[config.mk]
export PLATFORM = sky130hd
export DESIGN_NAME = uart_tlul_host
export DESIGN_NICKNAME = d
export VERILOG_FILES = /design/src/rtl/uart_tlul_host.sv
export SDC_FILE = /design/constraint.sdc
export NUM_CORES = 1
export LEC_CHECK = 0
export CORE_MARGIN = 1.5
export CORE_UTILIZATION = 56
export CTS_BUF_LIST = sky130_fd_sc_hd__clkbuf_8 sky130_fd_sc_hd__clkbuf_16
export DETAILED_ROUTE_END_ITERATION = 6
export PLACE_DENSITY = 0.86
export SETUP_SLACK_MARGIN = 0.4
export SLEW_MARGIN = 20
export SYNTH_ARGS = -nofsm -noshare
export SYNTH_HDL_FRONTEND = slang
export SYNTH_SLANG_ARGS = --single-unit
[constraint.sdc]
create_clock -name clk_i -period 9.2 [get_ports clk_i]
set_input_delay 0.92 -clock clk_i [delete_from_list [all_inputs] [get_ports clk_i]]
set_output_delay 0.92 -clock clk_i [all_outputs]
set_load 0.03 [all_outputs]
[src/rtl/uart_tlul_host.sv]
// UART-driven TL-UL host: parses 'W'/'R' serial frames, issues one 32-bit TL-UL
// transaction per frame and returns a status byte (plus read data) over the UART.
package tlul_pkg;
    typedef enum logic [2:0] {PutFullData = 3'h0, PutPartialData = 3'h1, Get = 3'h4} tl_a_op_e;
    typedef enum logic [2:0] {AccessAck = 3'h0, AccessAckData = 3'h1} tl_d_op_e;

    typedef struct packed {
        logic [4:0] rsvd;
        logic [3:0] instr_type;
        logic [6:0] cmd_intg;
        logic [6:0] data_intg;
    } tl_a_user_t;

    typedef struct packed {
        logic [6:0] rsp_intg;
        logic [6:0] data_intg;
    } tl_d_user_t;

    parameter tl_a_user_t TL_A_USER_DEFAULT = '{rsvd: 5'h0, instr_type: 4'h9,
                                               cmd_intg: 7'h0, data_intg: 7'h0};

    typedef struct packed {
        logic        a_valid;
        tl_a_op_e    a_opcode;
        logic [2:0]  a_param;
        logic [1:0]  a_size;
        logic [7:0]  a_source;
        logic [31:0] a_address;
        logic [3:0]  a_mask;
        logic [31:0] a_data;
        tl_a_user_t  a_user;
        logic        d_ready;
    } tl_h2d_t;

    typedef struct packed {
        logic        d_valid;
        tl_d_op_e    d_opcode;
        logic [2:0]  d_param;
        logic [1:0]  d_size;
        logic [7:0]  d_source;
        logic        d_sink;
        logic [31:0] d_data;
        tl_d_user_t  d_user;
        logic        d_error;
        logic        a_ready;
    } tl_d2h_t;
endpackage

module uart_tlul_host #(
    parameter int unsigned ClockFrequency    = 125_000_000,
    parameter int unsigned BaudRate          = 115_200,
    parameter int unsigned IdleTimeoutCycles = 1_000_000
) (
    input  logic               clk_i,
    input  logic               rst_i,
    input  logic               uart_rx_i,
    output logic               uart_tx_o,
    output tlul_pkg::tl_h2d_t  tl_h_o,
    input  tlul_pkg::tl_d2h_t  tl_h_i,
    output logic               busy_o,
    output logic               err_o
);
    localparam int unsigned ClkPerBit = ClockFrequency / BaudRate;
    localparam int unsigned CntW = $clog2(ClkPerBit);
    localparam logic [CntW-1:0] BitLast = CntW'(ClkPerBit - 1);
    localparam logic [CntW-1:0] HalfLast = CntW'(ClkPerBit / 2 - 1);
    localparam int unsigned ToW = $clog2(IdleTimeoutCycles + 1);
    localparam logic [ToW-1:0] ToLast = ToW'(IdleTimeoutCycles);

    typedef enum logic [2:0] {RxIdle, RxStart, RxData, RxStop, RxWait} rx_state_e;
    typedef enum logic [2:0] {StIdle, StAddr, StData, StTlReq, StTlRsp, StReply} state_e;

    logic [1:0]      r_rx_sync;
    logic            w_rx;
    rx_state_e       r_rx_state, w_rx_state_d;
    logic [CntW-1:0] r_rx_cnt, w_rx_cnt_d;
    logic [2:0]      r_rx_bit, w_rx_bit_d;
    logic [7:0]      r_rx_shift, w_rx_shift_d;
    logic            w_rx_valid, w_rx_ferr;

    logic            r_tx_active;
    logic [9:0]      r_tx_shift;
    logic [CntW-1:0] r_tx_cnt;
    logic [3:0]      r_tx_nbit;
    logic            w_tx_last, w_tx_ready, w_tx_start;
    logic [7:0]      w_tx_byte;

    state_e          r_state, w_state_d;
    logic [31:0]     r_addr, w_addr_d, r_wdata, w_wdata_d, r_rdata, w_rdata_d;
    logic [7:0]      r_status, w_status_d;
    logic            r_is_write, w_is_write_d;
    logic [1:0]      r_byte_idx, w_byte_idx_d;
    logic [2:0]      r_reply_idx, w_reply_idx_d, r_reply_len, w_reply_len_d;
    logic [ToW-1:0]  r_idle_cnt, w_idle_cnt_d;
    logic            w_timeout, w_opc_err, w_derr_evt, r_err;
    logic            w_unused;

    assign w_rx = r_rx_sync[1];

    always_comb begin
        w_rx_state_d = r_rx_state;
        w_rx_cnt_d   = r_rx_cnt + 1'b1;
        w_rx_bit_d   = r_rx_bit;
        w_rx_shift_d = r_rx_shift;
        w_rx_valid   = 1'b0;
        w_rx_ferr    = 1'b0;
        unique case (r_rx_state)
            RxIdle: begin
                w_rx_cnt_d = '0;
                if (!w_rx) w_rx_state_d = RxStart;
            end
            RxStart: if (r_rx_cnt == HalfLast) begin
                w_rx_cnt_d   = '0;
                w_rx_bit_d   = '0;
                w_rx_state_d = w_rx ? RxIdle : RxData;
            end
            RxData: if (r_rx_cnt == BitLast) begin
                w_rx_cnt_d   = '0;
                w_rx_shift_d = {w_rx, r_rx_shift[7:1]};
                w_rx_bit_d   = r_rx_bit + 3'd1;
                if (r_rx_bit == 3'd7) w_rx_state_d = RxStop;
            end
            RxStop: if (r_rx_cnt == BitLast) begin
                w_rx_cnt_d = '0;
                if (w_rx) begin
                    w_rx_valid   = 1'b1;
                    w_rx_state_d = RxIdle;
                end else begin
                    w_rx_ferr    = 1'b1;
                    w_rx_state_d = RxWait;
                end
            end
            RxWait: begin
                w_rx_cnt_d = '0;
                if (w_rx) w_rx_state_d = RxIdle;
            end
            default: w_rx_state_d = RxIdle;
        endcase
    end

    always_ff @(posedge clk_i or posedge rst_i) begin
        if (rst_i) begin
            r_rx_sync  <= 2'b11;
            r_rx_state <= RxIdle;
            r_rx_cnt   <= '0;
            r_rx_bit   <= '0;
            r_rx_shift <= '0;
        end else begin
            r_rx_sync  <= {r_rx_sync[0], uart_rx_i};
            r_rx_state <= w_rx_state_d;
            r_rx_cnt   <= w_rx_cnt_d;
            r_rx_bit   <= w_rx_bit_d;
            r_rx_shift <= w_rx_shift_d;
        end
    end

    // A new byte may load in the final cycle of the previous stop bit, so replies have no gap.
    assign w_tx_last  = r_tx_active && (r_tx_cnt == BitLast) && (r_tx_nbit == 4'd9);
    assign w_tx_ready = !r_tx_active || w_tx_last;
    assign uart_tx_o  = r_tx_active ? r_tx_shift[0] : 1'b1;

    always_ff @(posedge clk_i or posedge rst_i) begin
        if (rst_i) begin
            r_tx_active <= 1'b0;
            r_tx_shift  <= '1;
            r_tx_cnt    <= '0;
            r_tx_nbit   <= '0;
        end else if (w_tx_start) begin
            r_tx_active <= 1'b1;
            r_tx_shift  <= {1'b1, w_tx_byte, 1'b0};
            r_tx_cnt    <= '0;
            r_tx_nbit   <= '0;
        end else if (r_tx_active) begin
            if (r_tx_cnt == BitLast) begin
                r_tx_cnt   <= '0;
                r_tx_shift <= {1'b1, r_tx_shift[9:1]};
                r_tx_nbit  <= r_tx_nbit + 4'd1;
                if (r_tx_nbit == 4'd9) r_tx_active <= 1'b0;
            end else begin
                r_tx_cnt <= r_tx_cnt + 1'b1;
            end
        end
    end

    always_comb begin
        unique case (r_reply_idx)
            3'd1:    w_tx_byte = r_rdata[7:0];
            3'd2:    w_tx_byte = r_rdata[15:8];
            3'd3:    w_tx_byte = r_rdata[23:16];
            3'd4:    w_tx_byte = r_rdata[31:24];
            default: w_tx_byte = r_status;
        endcase
    end

    always_comb begin
        w_state_d     = r_state;
        w_addr_d      = r_addr;
        w_wdata_d     = r_wdata;
        w_rdata_d     = r_rdata;
        w_status_d    = r_status;
        w_is_write_d  = r_is_write;
        w_byte_idx_d  = r_byte_idx;
        w_reply_idx_d = r_reply_idx;
        w_reply_len_d = r_reply_len;
        w_idle_cnt_d  = '0;
        w_timeout     = 1'b0;
        w_opc_err     = 1'b0;
        w_derr_evt    = 1'b0;
        w_tx_start    = 1'b0;
        unique case (r_state)
            StIdle: if (w_rx_valid) begin
                w_byte_idx_d = '0;
                if (r_rx_shift == 8'h57 || r_rx_shift == 8'h52) begin
                    w_is_write_d = (r_rx_shift == 8'h57);
                    w_state_d    = StAddr;
                end else begin
                    w_opc_err     = 1'b1;
                    w_status_d    = 8'h3F;
                    w_reply_idx_d = '0;
                    w_reply_len_d = 3'd1;
                    w_state_d     = StReply;
                end
            end
            StAddr, StData: begin
                if (w_rx_valid) begin
                    w_byte_idx_d = r_byte_idx + 2'd1;
                    if (r_state == StAddr) begin
                        w_addr_d = {r_rx_shift, r_addr[31:8]};
                        if (r_byte_idx == 2'd3) w_state_d = r_is_write ? StData : StTlReq;
                    end else begin
                        w_wdata_d = {r_rx_shift, r_wdata[31:8]};
                        if (r_byte_idx == 2'd3) w_state_d = StTlReq;
                    end
                end else if (r_idle_cnt == ToLast) begin
                    w_timeout = 1'b1;
                    w_state_d = StIdle;
                end else begin
                    w_idle_cnt_d = r_idle_cnt + 1'b1;
                end
            end
            StTlReq: if (tl_h_i.a_ready) w_state_d = StTlRsp;
            StTlRsp: if (tl_h_i.d_valid) begin
                w_rdata_d     = tl_h_i.d_data;
                w_status_d    = tl_h_i.d_error ? 8'h15 : 8'h06;
                w_derr_evt    = tl_h_i.d_error;
                w_reply_idx_d = '0;
                w_reply_len_d = r_is_write ? 3'd1 : 3'd5;
                w_state_d     = StReply;
            end
            StReply: begin
                if (r_reply_idx != r_reply_len) begin
                    if (w_tx_ready) begin
                        w_tx_start    = 1'b1;
                        w_reply_idx_d = r_reply_idx + 3'd1;
                    end
                end else if (!r_tx_active) begin
                    w_state_d = StIdle;
                end
            end
            default: w_state_d = StIdle;
        endcase
    end

    always_ff @(posedge clk_i or posedge rst_i) begin
        if (rst_i) begin
            r_state     <= StIdle;
            r_addr      <= '0;
            r_wdata     <= '0;
            r_rdata     <= '0;
            r_status    <= '0;
            r_is_write  <= 1'b0;
            r_byte_idx  <= '0;
            r_reply_idx <= '0;
            r_reply_len <= '0;
            r_idle_cnt  <= '0;
            r_err       <= 1'b0;
        end else begin
            r_state     <= w_state_d;
            r_addr      <= w_addr_d;
            r_wdata     <= w_wdata_d;
            r_rdata     <= w_rdata_d;
            r_status    <= w_status_d;
            r_is_write  <= w_is_write_d;
            r_byte_idx  <= w_byte_idx_d;
            r_reply_idx <= w_reply_idx_d;
            r_reply_len <= w_reply_len_d;
            r_idle_cnt  <= w_idle_cnt_d;
            r_err       <= w_rx_ferr | w_timeout | w_opc_err | w_derr_evt;
        end
    end

    always_comb begin
        tl_h_o           = '0;
        tl_h_o.a_valid   = (r_state == StTlReq);
        tl_h_o.a_opcode  = r_is_write ? tlul_pkg::PutFullData : tlul_pkg::Get;
        tl_h_o.a_param   = 3'd0;
        tl_h_o.a_size    = 2'd2;
        tl_h_o.a_source  = 8'd0;
        tl_h_o.a_address = {r_addr[31:2], 2'b00};
        tl_h_o.a_mask    = 4'hF;
        tl_h_o.a_data    = r_is_write ? r_wdata : 32'h0;
        tl_h_o.a_user    = tlul_pkg::TL_A_USER_DEFAULT;
        tl_h_o.d_ready   = (r_state == StTlRsp);
    end

    assign busy_o   = (r_state != StIdle);
    assign err_o    = r_err;
    assign w_unused = ^{tl_h_i.d_opcode, tl_h_i.d_param, tl_h_i.d_size, tl_h_i.d_source,
                        tl_h_i.d_sink, tl_h_i.d_user};
endmodule
==> impl.org, run 1 <==
** Synth
- Counting every instance in the synthesized netlist gives 777.
- Dividing the synthesized area by the synthesized cell count gives 11.4 µm².
- The most used flip-flop cell after synthesis is dfrtp_1.
- Number of enable flip-flop cells after synthesis :: 0
- Total of warnings raised by yosys :: 0
- Portion of the post-synthesis area used by sequential elements :: 51.3%
- After synthesis the netlist holds a flip-flop and latch count of 181.
- The cell area that synthesis handed to floorplanning was 0.00886 mm².
- Ys async rst share :: 100%
- Library cells used by synthesis :: 66

** Route
- Antenna viol nets, final :: 0
- DRT Pass-1 Iters :: 5
- Across all layers, the routed design uses 5954 vias.
- After detailed routing, the total wire length is 17700 µm.
- Number of violations reported at the end of detailed-routing iteration 0 :: 415
- Residual DRC count :: 0
- Mean routed wirelength per cell :: 16.2 µm
- Via-per-instance ratio :: 5.45

** Critical path
- Buf+Inv Stages, Crit Path :: 1
- Largest stage delay on the critical path :: 970 ps
- The worst setup path is of the flop to output port kind.
- Kind of end point of the critical path :: output port
- STA puts the critical path data required time at 8280 ps.
- Worst setup SP type :: flop
- Data arrives at the worst endpoint at 2360 ps.
- Top delay family on crit path :: flip-flops
- Traced cell by cell, the critical path runs through and2_1 -> clkdlybuf4s50_1.
- Along the worst path, the maximum fanout reaches 36.
- CP max stage cell :: dfrtp_1

** STA
- Hold WS :: 356 ps
- Setup repair after global routing missed its margin :: no
- Normalized max-slew margin :: 28.0%
- TNS Setup :: 0 ps
- Setup-violating endpoint count in the final report :: 0
- Skew final :: 7.32 ps
- Maximum clock frequency :: 0.305 GHz
- Dividing the final minimum period by the clock period gives 35.6%.
- The max-slew violation count came to 0.
- At the pin with the least slew margin, the transition time is 1070 ps.
- Final Hold Violating Endpoints :: 0
- Shortest period the worst path allows :: 3280 ps

** Placed design
- Placer Congestion :: 0.835
- In this run the tool buffered the top-level ports with 105 buffer cells.
- DP Wirelength :: 11800 µm

** Power and ir drop
- For this design the static power due to leakage is 4.74 nW.
- PwrDens :: 213 mW/mm²
- IR analysis of the VDD net gives a maximum drop of 0.000149 V.

** CTS
- Source-to-sink clock delay at the later pin of the worst-skew pair :: 430 ps
- The tree is rooted in a clkbuf_16.
- Count of H-tree levels built during CTS :: 4
- After clock tree synthesis, the clock-pin slew on the worst setup and hold paths is 70 ps.
- Max Root-Sink Buffers :: 2
- The tree built by TritonCTS fans out to 181 sinks.
- After clock tree synthesis, the repair step resized 0 gates.
- TritonCTS Buffers :: 17
- The number of hold buffers added after CTS was 0.
- TritonCTS built the clock tree.
- In this run the post-CTS setup repair buffer count came out at 0.

** Layout
- The repair_antennas step left the layout with diodes totalling 0.
- Counting the fill cells in the layout gives 1121.
- Utilization after layout :: 68.8%
- Fraction of final layout cells sized beyond drive strength 1 :: 9.76%
- Net total in the final layout :: 954
- Compared with the post-synthesis result, the final layout area differs by 19.0%.

** Run
- The tool flagged a number of max-cap violations equal to 0.

** Run status
- The flow ran to the end, and the final reports show no timing, DRC or antenna violations.

** Die
- In this run the count of I/O pins placed on the die edge is 181.
- Placement row count :: 45
- Once the floorplan was initialized, standard cells occupied 57.8% of the core.
- Vertical die dimension :: 129 µm
- Area of the core :: 0.0153 mm²
- The die is 129 µm wide.
- Die area :: 0.0166 mm²

** Global routing
- The initial antenna violation count is 0.
- Pin count of the biggest net entering global routing :: 111
- In the global route stage, overall resource usage came out at 22.9%.
- Vias in the first global route :: 6014
- Total gr overflow :: 0
- Global-route wire length before repair :: 29800 µm

** Hold path
- Hold Path Class :: flop to flop
==> kinds of logic after synthesis <==
group / Yosys count / synth area share (%)
other: 2 / 0.0848
AOI/OAI and AO/OA: 96 / 7.85
xor gates and xnor gates: 38 / 3.76
DFF: 181 / 51.3
and+or+nand+nor: 226 / 13.8
adders and majority gates: 17 / 2.40
buffers and inverters: 105 / 6.69
muxes: 112 / 14.2
==> worst reg2reg max path, stage by stage, from the launching register on <==
cell and delay [ps]:
dfrtp_1 420, nor4b_1 450, nand4_1 240, a21oi_2 790, o211ai_1 260, mux2_1 370
==> worst paths after layout <==
path / start / slack (ps) / end / depth (start not counted)
max: r_is_write$_DFFE_PP0P_ / 5920 / tl_h_o[35] / 2
min reg2reg: r_rx_sync[0]$_DFF_PP1_ / 360 / r_rx_sync[1]$_DFF_PP1_ / 0
min in group asynchronous: rst_i / 1090 / r_rdata[17]$_DFFE_PP0P_ / 2
max in group asynchronous: rst_i / 6670 / r_wdata[30]$_DFFE_PP0P_ / 3
max reg2reg: r_tx_cnt[7]$_DFFE_PP0P_ / 6540 / r_reply_idx[2]$_DFFE_PP0P_ / 5
min: r_rx_sync[0]$_DFF_PP1_ / 360 / r_rx_sync[1]$_DFF_PP1_ / 0
==> cell type report <==
type | instances | area (µm²) | share of cell area, %
multi-input combinational | 533 | 3890 | 36.9
clock buffer | 19 | 453 | 4.30
inverter | 25 | 98.8 | 0.938
sequential | 181 | 4540 | 43.1
tap | 211 | 264 | 2.51
clock inverter | 13 | 204 | 1.94
timing repair buffer | 110 | 1090 | 10.3
==> registers in the layout, summed over array words and instances (netlist names), 2 cells and up <==
signal and flops:
r_addr 30, r_byte_idx 2, r_idle_cnt 20, r_rdata 32, r_reply_idx 3, r_rx_bit 3, r_rx_cnt 11, r_rx_shift 8
r_rx_state 3, r_rx_sync 2, r_state 3, r_status 4, r_tx_cnt 11, r_tx_nbit 4, r_tx_shift 9, r_wdata 32
==> cell usage after synthesis, drive strengths merged, types with 10 or more instances <==
master	count	share of area (%)
inv	25	1.1
dfrtp	170	48
xor2	26	2.6
xnor2	12	1.2
dfstp	11	3.3
buf	58	4.7
nand2	30	1.3
nor2	69	3.0
ha	17	2.4
a32oi	10	0.99
mux2	107	14
o21ai	12	0.68
nand4	12	0.85
and2	36	2.5
nand3	17	0.96
a21oi	19	1.1
clkbuf	22	0.93
==> through the flow <==
stage	power, W	area [µm²]	setup slack [ps]	std cells
4_1_cts	0.00226	10500	5910	1092
3_3_place_gp	0.00143	9880	6110	1060
3_5_place_dp	0.00145	9880	6110	1060
6_report	0.00225	10500	5920	1092
2_1_floorplan	0.00136	9020	3380	819
5_1_grt	0.00236	10500	5810	1092
==> report_power, final <==
part	leakage, nW	internal, W	switching, W	total, W
logic	2.05	0.000180	0.000227	0.000407
registers	2.37	0.000939	0.0000984	0.00104
clock network	0.323	0.000497	0.000306	0.000802
total	4.74	0.00162	0.000631	0.00225
==> layout by cell type, fill, tap and decap left out, types with 6 or more instances in the layout <==
cell type        instances
a21oi_1                 18
clkbuf_16               17
mux2_1                  80
and2_1                  36
nand2b_1                 8
nand3_1                 17
nand4_1                 12
inv_1                   26
clkdlybuf4s50_1        105
dfstp_2                 11
nor3_1                   9
nor2b_1                  6
xor2_1                  26
xnor2_1                 12
conb_1                  44
a31oi_1                  9
o2111ai_1                7
a32oi_1                 10
o211ai_1                 7
ha_1                    17
mux2_2                  27
o21ai_0                  9
a22oi_1                  7
dfrtp_1                170
nor2_1                  67
and3_1                   7
nand2_1                 30
==> per-layer routing <==
| metal | GRT usage [%] | part of all wire (%) | vias up |
|---|---|---|---|
| met5 | 0 | 0 | - |
| met4 | 7.47 | 1.4 | 0 |
| met3 | 5.78 | 4.8 | 26 |
| met2 | 37.7 | 50 | 146 |
| met1 | 29.8 | 44 | 2966 |
| li1 | - | - | 2816 |
Power figures use the tool's default switching activity.
==> run 2, diff against run 1 <==
--- a/config.mk
+++ b/config.mk
@@ -6,10 +6,10 @@
 export NUM_CORES = 1
 export LEC_CHECK = 0
 export CORE_MARGIN = 1.5
-export CORE_UTILIZATION = 56
+export CORE_UTILIZATION = 52
 export CTS_BUF_LIST = sky130_fd_sc_hd__clkbuf_8 sky130_fd_sc_hd__clkbuf_16
 export DETAILED_ROUTE_END_ITERATION = 6
-export PLACE_DENSITY = 0.86
+export PLACE_DENSITY = 0.81
 export SETUP_SLACK_MARGIN = 0.4
 export SLEW_MARGIN = 20
 export SYNTH_ARGS = -nofsm -noshare
==> constraint.sdc (replaced) <==
create_clock -name clk_i -period 3.1 [get_ports clk_i]
set_input_delay 0.31 -clock clk_i [delete_from_list [all_inputs] [get_ports clk_i]]
set_output_delay 0.31 -clock clk_i [all_outputs]
set_load 0.03 [all_outputs]
==> run 2 against run 1 <==
Non-clock buffer count grew 8. Register-to-register slack worse by 6000 ps. Die area increased by 7.5%. Final area up 0.93%. Core utilization shrank 4.9 points. Routed wire length rose by 2.8%. Global-route usage shrank 1.1 points. Critical path depth grew 1. Flip-flop and latch count unchanged. Clock skew rose by 1.5 ps. Critical endpoint is now busy_o.
==> impl.org, run 2 (synthesis results as in run 1) <==
** Run status
- Status :: completed

** Layout
- The count of filler cells inserted in the layout is 1286 (+15%).
- Antenna diode count :: 0 (unchanged)
- Commonest cells after routing, fill and taps aside :: 169 x dfrtp_1, 105 x clkdlybuf4s50_1, 80 x mux2_1
- Commonest non-fill, non-tap cell in the layout :: dfrtp_1
- Area delta synth->final :: 20.1%
- The largest registers in the layout are r_rdata x32, r_wdata x32, r_addr x30.
- Net total in the final layout :: 962 (+0.84%)
- The filler-free cell count of the finished design came to 1109 (+1.6%).
- Fraction of final layout cells sized beyond drive strength 1 :: 10.9% (+1.1 points)
- The area of combinational cells with multiple inputs was 0.00389 mm² (unchanged).
- Utilization after layout :: 63.9% (-4.9 points)
- The flip-flop and latch area was 0.00454 mm² (about the same).

** STA
- The routed design could run at a clock period as short as 2550 ps.
- Setup repair after global routing could not meet its margin everywhere.
- Tcrit/Tclk final :: 82.2%
- The summed negative setup slack over all endpoints is 0 ps (unchanged).
- Normalized max-slew margin :: 48.1% (+20 points)
- Hold WS :: 270 ps (-86.1 ps)
- The final worst clock skew is 8.83 ps (+1.51 ps).
- The transition time at the pin with the least slew margin came to 777 ps (-298 ps).
- Setup-violating endpoint count in the final report :: 0 (unchanged)
- The number of failing hold endpoints at the final stage is 0 (unchanged).
- Number of max-slew violations in the final report :: 0 (unchanged)
- Setup ws final :: 551 ps (-5370 ps)
- Derived from the worst setup path, the maximum achievable clock frequency is 0.392 GHz.

** CTS
- Clock tree synthesis selected as its root buffer the cell clkbuf_16.
- Source-to-sink clock delay at the later pin of the worst-skew pair :: 440 ps (about the same)
- The number of sinks on the clock net is 181 (unchanged).
- The maximum level of the CTS H-tree was 4 (unchanged).
- TritonCTS clock tree :: done
- TritonCTS Buffers :: 17 (unchanged)
- Buffer count from post-CTS setup fixing :: 0 (unchanged)
- CTS clk-pin slew, worst paths :: 70 ps (about the same)
- Max Root-Sink Buffers :: 2 (unchanged)

** Critical path
- Worst setup SP type :: flop
- The worst register-to-register path ends at r_reply_idx[1]$_DFFE_PP0P_.
- Data required time at the worst endpoint :: 2790 ps (-5490 ps)
- Worst-case reg-to-reg path depth :: 7 (+2)
- Kind of end point of the critical path :: output port
- The internal reg-to-reg setup slack is 570 ps (-5970 ps).
- Worst setup path startpoint :: r_state[1]$_DFFE_PP0P_
- The critical path ends at busy_o.
- Worst R2R Start :: r_rx_cnt[0]$_DFF_PP0_
- The highest fanout seen on the critical path is 12 (-67%).
- Arrival time of the worst setup path :: 2240 ps (-120 ps)
- Crit path kind :: flop to output port

** Route
- Number of violations reported at the end of detailed-routing iteration 0 :: 358 (-14%)
- The number of vias after detailed routing was 6064 (+1.8%).
- Total Wirelength :: 18200 µm (+2.8%)
- The number of iterations in the first detailed-routing pass was 5 (unchanged).
- The average via count per standard cell came to 5.47 (+0.29%).
- The residual antenna-violating net count after detailed routing was 0 (unchanged).
- Residual DRC count :: 0 (unchanged)
- The average routed wire per standard cell came to 16.4 µm (+1.2%).

** Hold path
- In this run the most critical hold path is launched from uart_rx_i.
- The worst hold path belongs to the class input pin to flop.

** Placed design
- Place WS :: 545 ps (-5570 ps)
- DP Wirelength :: 12500 µm (+5.8%)
- The final weighted congestion of routability-driven global placement was 0.854 (+2.4%).
- Cell Count Post-Placement :: 1077 (+1.6%)
- IO Port Bufs :: 105 (unchanged)

** Global routing
- The number of global-route vias before repair is 5990 (-0.40%).
- The total routing resource utilization after global routing came to 21.8% (-1.1 points).
- Global-route wire length before repair :: 30600 µm (+2.7%)
- The remaining global-route overflow is 0 (unchanged).
- Pin count of the biggest net entering global routing :: 43 (-61%)
- Antenna violations before repair :: 0 (unchanged)

** Die
- The initial standard-cell utilization of the core is 53.2% (-4.6 points).
- Die Wd :: 134 µm (+3.7%)
- The row count came to 47 (+4.4%).
- The height of the chip was 134 µm (+3.7%).
- Die area :: 0.0178 mm² (+7.5%)
- The standard cell core area was 0.0166 mm² (+8.7%).
- Top-level I/O count :: 181 (unchanged)

** Power and ir drop
- The leakage power was 4.77 nW (+0.68%).
- The power density of the placed cells is 626 mW/mm² (+190%).
- The maximum vdd drop was 0.000466 V (+210%).

** Run
- The count of maximum capacitance violations came to 0 (unchanged).
[run 2: cell types whose count changed in the layout (fill, tap and decap cells not counted), sizes merged]
cell,delta
buf,+7
clkinv,+2
bufinv,-1
clkbuf,-1
clkinvlp,+1
[run 2: through the flow]
step / cell area [µm²] / power (W)
after floorplan: 9020 / 0.00403
after global placement: 9980 / 0.00427
after detailed placement: 9980 / 0.00434
after CTS: 10600 / 0.00669
after global routing: 10600 / 0.00697
final: 10600 / 0.00665
[run 2: where the power goes]
part / switching (W) / internal (W) / total (W) / leakage [nW]
Sequential: 0.000289 / 0.00279 / 0.00308 / 2.36
Combinational: 0.000684 / 0.000551 / 0.00124 / 2.10
Clock: 0.000967 / 0.00137 / 0.00234 / 0.309
[run 2: worst min-delay path by stage]
stage | end | slack (ps) | depth (start not counted)
final | r_rx_sync[0]$_DFF_PP1_ | 270 | 1
after global routing | r_rx_sync[0]$_DFF_PP1_ | 280 | 1
after CTS | r_rx_sync[0]$_DFF_PP1_ | 260 | 1
after detailed placement | r_rx_sync[1]$_DFF_PP1_ | 350 | 0
after global placement | r_rx_sync[1]$_DFF_PP1_ | 350 | 0
after floorplan | r_rx_sync[0]$_DFF_PP1_ | 310 | 0
[run 2: worst max-delay path: stages (launching register included)]
cell	delay, ps
dfrtp_1	520
nor3_1	490
inv_1	170
clkdlybuf4s50_1	630
[run 2: final cells by class]
cell class | count | area share (%)
clock inverters | 15 | 2.06
well taps | 220 | 2.59
clock buffers | 17 | 4.00
inverters | 25 | 0.918
multi-input cells | 533 | 36.5
flip-flops and latches | 181 | 42.7
repair buffers | 118 | 11.2
[run 2: timing repair]
action,in CTS,in global routing
endpoints found under the setup margin,0,72
hold buffers,0,0
gates resized for setup,0,5
[run 2: routing by layer]
metal	vias to the layer above	routed length, µm	global-route usage [%]
met2	164	9100	35.7
met5	-	0	0
li1	2837	-	-
met3	28	929	5.75
met1	3035	7900	28.5
met4	0	309	7.07
==> run 3, diff against run 2 <==
==> constraint.sdc (replaced) <==
create_clock -name clk_i -period 2.4 [get_ports clk_i]
set_input_delay 0.24 -clock clk_i [delete_from_list [all_inputs] [get_ports clk_i]]
set_output_delay 0.24 -clock clk_i [all_outputs]
set_load 0.03 [all_outputs]
==> run 3 against run 2 <==
Clock skew increased by 1.6 ps. Flip-flop and latch count unchanged. Largest cell class unchanged. Worst setup slack worse by 430 ps. Combinational power is 44% higher. Core utilization rose by 5.3 points. Routed wire length increased by 16%. Worst hold slack got worse by 55 ps. Cell count grew 4.1%. Non-clock buffer count grew 44. Count of clock-buffer cells in the layout increased by 1. Critical endpoint is now r_state[1]$_DFFE_PP0P_. Sequential power grew 29%.
==> impl.org, run 3 (synthesis results as in run 1) <==
** Critical path
- The setup path with the least slack is of type flop to flop.
- The worst setup path is launched from a flop.
- Arrival time of the worst setup path :: 2630 ps (+390 ps)
- The highest fanout seen on the critical path came to 4 (-8).
- The worst endpoint required time is 2760 ps (-30 ps).
- Kind of end point of the critical path :: flop
- Worst-case reg-to-reg path depth :: 8 (+1)

** Layout
- Leaving out fill and tap cells, the most frequent cells in the layout are 166 x dfrtp_1, 71 x mux2_4, 68 x clkdlybuf4s50_1.
- The area growth from synthesis to layout is 30.0%.
- Antenna diode count :: 0 (unchanged)
- Leaving out fill and tap cells, the most frequent cell in the layout is dfrtp_1.
- Net total in the final layout :: 1008 (+4.8%)
- Biggest regs :: r_rdata x32, r_wdata x32, r_addr x30
- The filler-free cell count of the finished design is 1155 (+4.1%).
- The share of post-route cells with drive strength above 1 is 25.6% (+15 points).

** Route
- Residual DRC count :: 0 (unchanged)
- The average via count per standard cell was 5.52 (+1.0%).
- The number of vias after detailed routing came to 6380 (+5.2%).
- Met1 WL :: 8890 µm (+13%)
- The length of routed met3 wiring was 907 µm (-2.4%).
- Total Wirelength :: 21200 µm (+16%)
- Mean routed wirelength per cell :: 18.4 µm (+12%)
- The number of iterations in the first detailed-routing pass came to 5 (unchanged).
- Antenna viol nets, final :: 0 (unchanged)
- Number of violations reported at the end of detailed-routing iteration 0 :: 431 (+20%)
- Met2 Routed Length :: 11000 µm (+20%)
- Top routing layer used :: met4

** Global routing
- Vias in the first global route :: 6261 (+4.5%)
- The initial antenna violation count came to 0 (unchanged).
- Global-route wire length before repair :: 32500 µm (+6.0%)
- The pin count of the biggest net entering global routing was 73 (+70%).
- The remaining global-route overflow came to 0 (unchanged).
- The total routing resource utilization after global routing came to 23.1% (+1.3 points).

** Power and ir drop
- PwrDens :: 764 mW/mm² (+22%)
- Clock share of power :: 34.7% (-0.5 points)
- The share of total power in combinational logic came to 20.3% (+1.7 points).
- Net switching component of the power :: 0.00253 W (+31%)
- Leakage power figure :: 5.20 nW (+9.1%)
- The maximum vdd drop came to 0.000639 V (+37%).
- Total internal power :: 0.00627 W (+33%)
- The switching share of power was 28.8% (-0.40 points).
- Flop pwr share :: 45.0% (-1.2 points)

** STA
- Setup repair after global routing missed its margin :: yes
- The transition time at the pin with the least slew margin is 608 ps (-169 ps).
- The normalized max-slew margin is 59.1% (+11 points).
- Skew final :: 10.4 ps (+1.60 ps)
- Shortest period the worst path allows :: 2280 ps
- Hold WS :: 215 ps (-54.6 ps)
- Tcrit/Tclk final :: 94.8%
- Based on the critical path, the design can be clocked at up to 0.439 GHz.
- Setup-violating endpoint count in the final report :: 0 (unchanged)
- The number of failing hold endpoints at the final stage is 0 (unchanged).
- The max-slew violation count is 0 (unchanged).

** Die
- Vertical die dimension :: 134 µm (unchanged)
- The overall die width came to 134 µm (unchanged).
- The initial standard-cell utilization of the core is 53.2% (unchanged).
- The row count was 47 (unchanged).
- Die area :: 0.0178 mm² (unchanged)
- The standard cell core area came to 0.0166 mm² (unchanged).
- The number of I/O pins came to 181 (unchanged).

** CTS
- The number of buffers inserted during clock tree synthesis was 17 (unchanged).
- CTS clk-pin slew, worst paths :: 70 ps (about the same)
- Source-to-sink clock delay at the later pin of the worst-skew pair :: 430 ps (about the same)
- The number of sinks on the clock net came to 181 (unchanged).
- The cell sitting at the root of the clock tree is a clkbuf_16.
- The maximum level of the CTS H-tree came to 4 (unchanged).
- The number of buffers on the longest clock path was 2 (unchanged).
- TritonCTS built the clock tree.
- Hold-fix buffers at CTS :: 0 (unchanged)

** Hold path
- Hold Path Class :: input pin to flop
- Cell depth of the worst min-delay path :: 1 (unchanged)

** Run status
- The flow ran to the end, and the final reports show no timing, DRC or antenna violations.

** Placed design
- Cell Count Post-Placement :: 1096 (+1.8%)
- The final weighted congestion of routability-driven global placement came to 0.847 (-0.87%).
- DP Wirelength :: 12700 µm (+1.1%)
- IO Port Bufs :: 105 (unchanged)

** Run
- The count of maximum capacitance violations came to 0 (unchanged).
-- run 3: through the flow --
stage	cell area (µm²)	util, %	setup TNS (ps)	setup slack, ps	total power (W)
global placement	10400	62.5	0	106	0.00558
CTS	11300	67.8	0	190	0.00875
finish	11500	69.2	0	124	0.00880
detailed placement	10400	62.5	0	86.6	0.00565
floorplan	9310	-	-26110	-154	0.00522
global route	11500	69.2	0	23.3	0.00924
-- run 3: worst paths after layout --
check | to | slack (ps) | startpoint
min in group asynchronous | r_idle_cnt[11]$_DFF_PP0_ | 330 | rst_i
setup reg to reg | r_state[1]$_DFFE_PP0P_ | 120 | r_rx_cnt[0]$_DFF_PP0_
max in group asynchronous | r_tx_cnt[0]$_DFFE_PP0P_ | 1600 | rst_i
hold / removal | r_rx_sync[0]$_DFF_PP1_ | 220 | uart_rx_i
setup / recovery | r_state[1]$_DFFE_PP0P_ | 120 | r_rx_cnt[0]$_DFF_PP0_
hold reg to reg | r_rx_sync[1]$_DFF_PP1_ | 360 | r_rx_sync[0]$_DFF_PP1_
-- run 3: worst max-delay path: stages, from the launching register on --
cell      delay (ps)
dfrtp_1          390
inv_2             70
ha_4             130
or4bb_1          430
or4_4            490
a211oi_4         340
buf_4            170
a21oi_1           60
o21bai_1         120
-- run 3: timing repair --
action                                  CTS  global route
endpoints found under the hold margin     0             0
endpoints found under the setup margin  132           124
gates resized for setup                  62            41
buffers inserted                         13             6
pin swaps                                 4             8
gates cloned                              4             4
-- run 3: power groups by stage --
stage | sequential, W | clock, W | combinational, W
floorplan | 0.00390 | 0 | 0.00131
global placement | 0.00396 | 0 | 0.00163
detailed placement | 0.00399 | 0 | 0.00167
CTS | 0.00394 | 0.00310 | 0.00171
global route | 0.00402 | 0.00325 | 0.00198
finish | 0.00396 | 0.00306 | 0.00178
-- run 3: layer usage --
layer	GRT usage [%]	up-vias
met1	30.4	3233
li1	-	2922
met4	8.03	0
met2	38.3	190
met5	0	-
met3	4.87	35
-- run 3: cell type report --
type | count | area, µm²
Fill cell | 1109 | 5120
Multi-Input combinational cell | 535 | 4310
Inverter | 25 | 97.6
Clock buffer | 18 | 439
Clock inverter | 14 | 209
Sequential cell | 181 | 4550
Timing Repair Buffer | 162 | 1640
Tap cell | 220 | 275
==> RTL edit, RTL diff (config.mk and constraints of run 2) <==
Put one more register stage on the output `err_o`, cleared by the reset. The value now appears one clock later. The other outputs are not delayed to match.
--- a/src/rtl/uart_tlul_host.sv
+++ b/src/rtl/uart_tlul_host.sv
@@ -305,5 +305,11 @@
 
     assign busy_o   = (r_state != StIdle);
-    assign err_o    = r_err;
+    always_ff @(posedge clk_i or posedge rst_i) begin
+        if (rst_i) begin
+            err_o <= '0;
+        end else begin
+            err_o <= r_err;
+        end
+    end
     assign w_unused = ^{tl_h_i.d_opcode, tl_h_i.d_param, tl_h_i.d_size, tl_h_i.d_source,
                         tl_h_i.d_sink, tl_h_i.d_user};
Function: no difference found for any inputs over 10 cycles, from zero or initial values and one cycle with rst_i high; that may be too few to reach the edited logic, so the function may still have changed.
==> RTL edit against run 2 <==
Cell count up 6.7%. Wire length is 2.2% lower. Final area shrank 0.26%. Sequential cell count grew 1. Synthesized area down 0.14%. Sequential share of layout area up 0.35 points. Setup slack better by 15 ps.
Power is not compared: it rests on default switching activity, and its combinational part moved more than twofold at a synthesized area within 25%.
==> RTL edit: results (changes against run 2) <==
| Metric | Value |
|---|---|
| CP arrival | `2890 ps (was 2240 ps)` |
| Post-DP HPWL | `11,940 um (was 12,540 um)` |
| Crit Path Max Fanout | `10 (was 12)` |
| Routed WL | `17,840 um (was 18,240 um)` |
| Sequential area share after synthesis | `51.64% (was 51.29%)` |
| Post-place setup slack | `598.1 ps (was 544.6 ps)` |
| Synth cell types | `57 (was 66)` |
| Drt wl/cell | `15.08 um (was 16.45 um)` |
| Vias | `6,340 (was 6,064)` |
| Total track usage | `21.05% (was 21.81%)` |
| First-pass GRT wire length | `30,440 um (was 30,640 um)` |
| Compound-Gate Fraction of Synth Area | `7.539% (was 7.853%)` |
| Synth Area in Adders | `2.405% (was 2.401%)` |
| Status | `finished, final reports clean (unchanged)` |
| Mean post-synth cell area | `10.37 um2 (was 11.40 um2)` |
| Post-synthesis mux area share | `10.72% (was 14.17%)` |
| Worst path slowest cell | `or4b_4 (was clkdlybuf4s50_1)` |
| Largest net degree at the start of global routing | `116 (was 43)` |
| TritonRoute pass-1 iters | `5 (unchanged)` |
| Share of cells above drive strength 1 | `14.95% (was 10.91%)` |
| Post-Place Cells | `1,152 (was 1,077)` |
| Drt initial violations | `407 (was 358)` |
| Synth top cells by count | `171 x dfrtp_1, 136 x nand2_1, 77 x mux2_2 (was 170 x dfrtp_1, 80 x mux2_1, 68 x nor2_1)` |
| Nets | `1,037 (was 962)` |
| Clock Skews | `9.831 ps (was 8.829 ps)` |
| CP max stage delay | `580 ps (was 630 ps)` |
| Clock slew seen by the registers of the worst setup and hold paths | `60 ps` |
| Area contributors post-synth | `dfrtp_1 48%, mux2_2 9.8%, nand2_1 5.8% (was dfrtp_1 48%, mux2_1 10%, buf_4 4.2%)` |
| Post-Synth XOR/XNOR Area | `3.168% (was 3.757%)` |
| GP Congestion | `0.8070 (was 0.8544)` |
-- RTL edit: cell types whose count changed in the layout (fill, tap and decap cells not counted), sizes merged, moves of 4 or more --
| cell | delta |
|---|---|
| a21oi | -7 |
| a31oi | -6 |
| and4 | +6 |
| inv | -7 |
| mux2 | -29 |
| nand2 | +106 |
| nand3 | +15 |
| nor2 | -9 |
| o2111ai | -7 |
| o211ai | -4 |
| o21ai | +26 |
| o31a | +4 |
| o31ai | +4 |
| xor2 | -7 |
-- RTL edit: final cells by class --
cell class              instances  area [um2]
clock inverters                14       197.7
clock buffers                  17       425.4
well taps                     220       275.3
flip-flops and latches        182        4569
multi-input cells             611        3880
repair buffers                119        1181
inverters                      20       78.83
fillers                      1318        5976
-- RTL edit: path summary, 6_finish.rpt --
kind	start	endpoint	slack, ps	cells past startpoint
min in group asynchronous	rst_i	r_tx_cnt[5]$_DFFE_PP0P_	360	3
min	uart_rx_i	r_rx_sync[0]$_DFF_PP1_	290	1
max	r_tx_cnt[7]$_DFFE_PP0P_	r_tx_shift[7]$_DFFE_PP1P_	570	6
max reg2reg	r_tx_cnt[7]$_DFFE_PP0P_	r_tx_shift[7]$_DFFE_PP1P_	570	6
min reg2reg	r_rx_sync[0]$_DFF_PP1_	r_rx_sync[1]$_DFF_PP1_	360	0
max in group asynchronous	rst_i	r_is_write$_DFFE_PP0P_	2150	3
-- RTL edit: routing by layer --
| layer | vias up | wire [um] | track usage (%) |
|---|---|---|---|
| met2 | 162 | 8623 | 34.17 |
| li1 | 3043 | - | - |
| met1 | 3114 | 8034 | 27.97 |
| met5 | - | 0 | 0 |
| met3 | 21 | 854 | 4.909 |
| met4 | 0 | 325 | 7.246 |
-- RTL edit: where the power goes --
part	internal [W]	switching, W	total, W
clock	0.00135	0.000917	0.00227
sequential	0.00238	0.00000124	0.00238
combinational	0.0000466	0.000122	0.000169
-- RTL edit: critical path, delay by kind of cell, from the launching register on --
family / cells / cell delay, ps
and+or+nand+nor: 2 / 1150
buffers and inverters: 1 / 230
DFF: 1 / 420
AOI/OAI and AO/OA: 2 / 440
muxes: 1 / 220
-- RTL edit: cells by family after synthesis --
group	after synthesis
buffers and inverters	102
adders and majority gates	17
other	2
AOI/OAI and AO/OA	101
DFF	182
xor gates and xnor gates	32
muxes	85
and+or+nand+nor	332
-- RTL edit: through the flow --
| step | area [um2] | utilization (%) |
|---|---|---|
| after detailed placement | 9983 | 60.20 |
| after global routing | 10610 | 63.97 |
| after CTS | 10610 | 63.96 |
| final | 10610 | 63.97 |
| after global placement | 9983 | 60.20 |
| after floorplan | 9007 | - |
